[config.mk]
export PLATFORM = sky130hd
export DESIGN_NAME = instr_fetch
export DESIGN_NICKNAME = d
export VERILOG_FILES = /design/src/rtl/mini_pkg.sv /design/src/rtl/instr_decode.sv /design/src/rtl/instr_fetch.sv
export SDC_FILE = /design/constraint.sdc
export NUM_CORES = 1
export LEC_CHECK = 0
export CAP_MARGIN = 20
export CELL_PAD_IN_SITES_DETAIL_PLACEMENT = 0
export CELL_PAD_IN_SITES_GLOBAL_PLACEMENT = 1
export CORE_AREA = 4 4 63 65
export CTS_CLUSTER_DIAMETER = 60
export DETAILED_ROUTE_END_ITERATION = 10
export DIE_AREA = 0 0 67 69
export GPL_TIMING_DRIVEN = 0
export PLACE_DENSITY = 0.8
export SLEW_MARGIN = 20
export SYNTH_ARGS = -nofsm -noshare
export SYNTH_HDL_FRONTEND = slang
export SYNTH_SLANG_ARGS = --single-unit
[constraint.sdc]
create_clock -name clk -period 4.7 [get_ports clk]
set_clock_uncertainty 0.15 [all_clocks]
set_input_delay 0.94 -clock clk [delete_from_list [all_inputs] [get_ports clk]]
set_output_delay 0.94 -clock clk [all_outputs]
set_load 0.02 [all_outputs]
[src/rtl/mini_pkg.sv]
// Shared MiniMicro definitions: instruction field layout, opcodes and fetch FSM states.
package mini_pkg;

  localparam int unsigned OpcodeW   = 2;
  localparam int unsigned RegW      = 2;
  localparam int unsigned OpcodeLsb = 6;
  localparam int unsigned RdLsb     = 4;
  localparam int unsigned Rs1Lsb    = 2;
  localparam int unsigned Rs2Lsb    = 0;

  typedef enum logic [1:0] {
    OP_ADD = 2'b00,
    OP_SUB = 2'b01,
    OP_AND = 2'b10,
    OP_JMP = 2'b11
  } opcode_e;

  typedef enum logic [1:0] {
    StFetch = 2'b00,
    StLatch = 2'b01,
    StValid = 2'b10
  } fetch_state_e;

endpackage

[src/rtl/instr_decode.sv]
// Combinational split of an 8-bit MiniMicro instruction into its fields.
module instr_decode
  import mini_pkg::*;
(
  input  logic [7:0] instr_i,
  output logic [1:0] opcode_o,
  output logic [1:0] rd_o,
  output logic [1:0] rs1_o,
  output logic [1:0] rs2_o
);

  opcode_e op;

  assign op       = opcode_e'(instr_i[OpcodeLsb +: OpcodeW]);
  assign opcode_o = op;
  assign rd_o     = instr_i[RdLsb +: RegW];
  assign rs1_o    = instr_i[Rs1Lsb +: RegW];
  assign rs2_o    = instr_i[Rs2Lsb +: RegW];

endmodule

[src/rtl/instr_fetch.sv]
// MiniMicro fetch stage: drives program memory, latches the returned instruction and
// hands it to execute over a valid/ready handshake; execute may redirect the PC.
module instr_fetch
  import mini_pkg::*;
#(
  parameter int unsigned DATA_W    = 8,
  parameter int unsigned MEM_DEPTH = 64,
  parameter int unsigned RESET_PC  = 0,
  localparam int unsigned AW       = $clog2(MEM_DEPTH)
) (
  input  logic              clk,
  input  logic              rst,
  input  logic              fetch_en,
  output logic [AW-1:0]     mem_addr,
  output logic              mem_we,
  input  logic [DATA_W-1:0] mem_rdata,
  input  logic              redirect_valid,
  input  logic [AW-1:0]     redirect_pc,
  output logic              instr_valid,
  input  logic              instr_ready,
  output logic [DATA_W-1:0] instr,
  output logic [AW-1:0]     instr_pc,
  output logic [1:0]        opcode,
  output logic [1:0]        rd,
  output logic [1:0]        rs1,
  output logic [1:0]        rs2
);

  localparam logic [AW-1:0] LastPc  = AW'(MEM_DEPTH - 1);
  // Wraps to zero for power-of-two depths, where the reduction branch is unreachable.
  localparam logic [AW-1:0] DepthAw = AW'(MEM_DEPTH);
  localparam logic [AW-1:0] ResetPc = AW'(RESET_PC);

  fetch_state_e      state_q, state_d;
  logic [AW-1:0]     pc_q, pc_d;
  logic [DATA_W-1:0] instr_q, instr_d;
  logic [AW-1:0]     instr_pc_q, instr_pc_d;
  logic [AW-1:0]     pc_inc;
  logic [AW-1:0]     redirect_pc_mod;

  // An AW-bit target is below 2*MEM_DEPTH, so one subtraction is a full modulo.
  assign redirect_pc_mod = (redirect_pc > LastPc) ? redirect_pc - DepthAw : redirect_pc;
  assign pc_inc          = (pc_q == LastPc) ? '0 : pc_q + AW'(1);

  always_comb begin
    state_d    = state_q;
    pc_d       = pc_q;
    instr_d    = instr_q;
    instr_pc_d = instr_pc_q;
    if (redirect_valid) begin
      // Redirect wins; a simultaneous handshake is consumed without the +1.
      pc_d    = redirect_pc_mod;
      state_d = StFetch;
    end else begin
      unique case (state_q)
        StFetch: begin
          if (fetch_en) state_d = StLatch;
        end
        StLatch: begin
          instr_d    = mem_rdata;
          instr_pc_d = pc_q;
          state_d    = StValid;
        end
        StValid: begin
          if (instr_ready) begin
            pc_d    = pc_inc;
            state_d = StFetch;
          end
        end
        default: state_d = StFetch;
      endcase
    end
  end

  always_ff @(posedge clk or posedge rst) begin
    if (rst) begin
      state_q    <= StFetch;
      pc_q       <= ResetPc;
      instr_q    <= '0;
      instr_pc_q <= '0;
    end else begin
      state_q    <= state_d;
      pc_q       <= pc_d;
      instr_q    <= instr_d;
      instr_pc_q <= instr_pc_d;
    end
  end

  assign mem_addr    = pc_q;
  assign mem_we      = 1'b1;
  assign instr_valid = (state_q == StValid);
  assign instr       = instr_q;
  assign instr_pc    = instr_pc_q;

  instr_decode u_decode (
    .instr_i  (instr_q),
    .opcode_o (opcode),
    .rd_o     (rd),
    .rs1_o    (rs1),
    .rs2_o    (rs2)
  );

endmodule

==> results.toml <==
[cells_and_area]
layout.nets = 160
utilization = 0.483
areaGrowthSynthToFinish_pct = 53.9
insertedDiodeCount = 0
drive_gt1_frac = 0.216
fin_cells = 185

[grt]
overflow = 0
gr-max-usage-layer = "met2"
grtUsageMet1 = 0.126
grt_antenna_before_repair = 0
use_met2 = 0.188
grt_pass1_vias = 848
grt_start_max_net_pins = 23
grt_usage = 0.109
grt_pass1_wl_um = 3970
met3_usage = 0.0341

[synthesis]
synth_nets = 108
postSynthCellCount = 88
yosysWarnings = 0
synth_area_um2 = 1050
yosysMostFrequentCell = "dfrtp_1"
synth_edf_count = 0
yosysTopAreaCell = "dfrtp_1"
synth_area_leaders = "dfrtp_1 53%, mux2_2 15%, buf_4 7.2%"
synth_ff_type = "dfrtp_1"
avgSynthCellArea_um2 = 11.9
ys_seq_area_frac = 0.526
synthDistinctLibCells = 27
yosys-top-cells-count = "22 x dfrtp_1, 14 x mux2_2, 10 x buf_4"
post-synth-top-area-fraction = 0.526
synth_seq_cells = 22
async_reset_ff_frac = 1.00

[clock_network]
cts_tree = "yes"
cts_resized = 0
clock_latency_ps = 300
cts_hold_buf = 0
ctsHtreeMaxLevel = 1
cts_buffer_depth = 2
cts_sinks = 22
cts_setup_buffers = 0
cts_buffers = 3
cts.clk_slew.worst_paths_ps = 120
clk_root_buffer_cell = "clkbuf_4"

[sta]
fin_setup_tns_ps = 0
holdWs_ps = 370
hold_violations = 0
slew_violations = 0
max_slew_margin = 0.444
rsz0062_at_grt = "no"
min_period_ps = 2660
fin_crit_sh = 0.565
finalSetupViolations = 0
clock.fmax_mhz = 377
tightest_slew_ps = 833

[routing]
wl_per_cell_um = 13.0
firstDrtPassIters = 4
wirelength_um = 2410
vias = 851
ant_nets = 0
viasPerCell = 4.60
drt_iter0_drc = 39
route.detailed.drc = 0

[pwr]
intPower_uw = 445
power_density_nw_per_um2 = 412
power_frac_comb = 0.451
vdd_drop_max_mv = 0.113
leakage_nw = 0.666
p_seq_frac = 0.394
p_total_uw = 663
power.switching_uw = 218
p_clk_frac = 0.155
p_sw_frac = 0.328

[floorplan]
start_util = 0.313
fp.dieH_um = 69
ios = 49
dieArea_um2 = 4620
core-area_um2 = 3340
die_w_um = 67
row_count = 21

[job]
drv_cap = 0

[run_status]
outcome = "complete, no violations"

[worst_setup_path]
crit_path_start_kind = "flip-flop"
critPathKind = "flip-flop to output pin"
worstRegToRegCells = 3
end_kind = "output pin"
worstPathRequired_ps = 3610
worstPathArrival_ps = 1570
cp_max_fo = 6

[worst_hold_path]
hold_path.class = "flip-flop to flip-flop"
holdPathStages = 1

[placement]
dp_cells = 181
io_buffer_count = 47
dp_hpwl_um = 1900
gp_congestion = 0.882
==> worst max-delay path, cell delays in order (launching register included) <==
cell	delay, ps
dfrtp_1	490
nor2b_1	170
clkdlybuf4s50_1	610
==> path summary, 6_finish.rpt <==
check	from	end	slack, ps
setup / recovery	state_q[1]	instr_valid	2040
hold / removal	instr_pc[5]	instr_pc[5]	370
setup reg to reg	state_q[1]	instr[6]	2940
hold reg to reg	instr_pc[5]	instr_pc[5]	370
max in group asynchronous	rst	instr_pc[0]	2950
min in group asynchronous	rst	mem_addr[2]	940
==> through the flow <==
stage	worst slack, ps	cell area [µm²]
after global placement	1950	1570
after CTS	2020	1610
after floorplan	2650	1050
after global routing	1920	1610
final	2040	1610
after detailed placement	1930	1570
==> layer usage <==
layer  vias up  part of all wire
li1        410                 -
met1       397              0.39
met2        38              0.50
met3         6             0.097
met4         0             0.010
met5         -                 0
==> kinds of logic after synthesis <==
kind of cell	after synthesis	share of synthesized area
xor+xnor	1	0.00837
fa+ha+maj	1	0.0120
flops	22	0.526
mux	16	0.170
simple gates	21	0.115
compound gates	12	0.0789
buf+inv	14	0.0861
other cells	1	0.00359
==> state kept, by name (all words and copies together) (netlist names) <==
| signal | flops |
|---|---|
| instr_pc | 6 |
| instr | 8 |
| mem_addr | 6 |
| state_q | 2 |
==> placed cells by master (no fill, tap or decap), drive strengths merged <==
cell,netlist,routed
clkdlybuf4s50,0,47
dfrtp,22,22
mux2,14,14
buf,10,10
nand2,6,6
clkbuf,1,5
nor2,4,4
inv,3,3
o21ai,3,3
o311ai,3,3
nand3,2,2
a31oi,2,2
mux2i,2,2
or3,2,2
nor2b,2,2
nor3b,1,1
nand3b,1,1
and2,1,1
o41ai,1,1
nand4b,1,1
xnor2,1,1
o211ai,1,1
a22oi,1,1
a21oi,1,1
nor4b,1,1
ha,1,1
conb,1,1
==> cell type report <==
class,count,area [µm²]
Inverter,3,11.3
Multi-Input combinational cell,52,405
Tap cell,46,57.6
Timing Repair Buffer,47,470
Fill cell,314,1730
Buffer,11,78.8
Sequential cell,22,551
Clock buffer,4,36.3
==> power by group through the flow <==
| stage | logic, mW | registers [mW] | clock network (mW) |
|---|---|---|---|
| 6_report | 0.299 | 0.261 | 0.103 |
| 3_5_place_dp | 0.303 | 0.266 | 0 |
| 5_1_grt | 0.317 | 0.270 | 0.117 |
| 4_1_cts | 0.303 | 0.262 | 0.107 |
| 2_1_floorplan | 0.106 | 0.311 | 0 |
| 3_3_place_gp | 0.298 | 0.262 | 0 |
No activity file was read; power rests on OpenSTA's default activity.
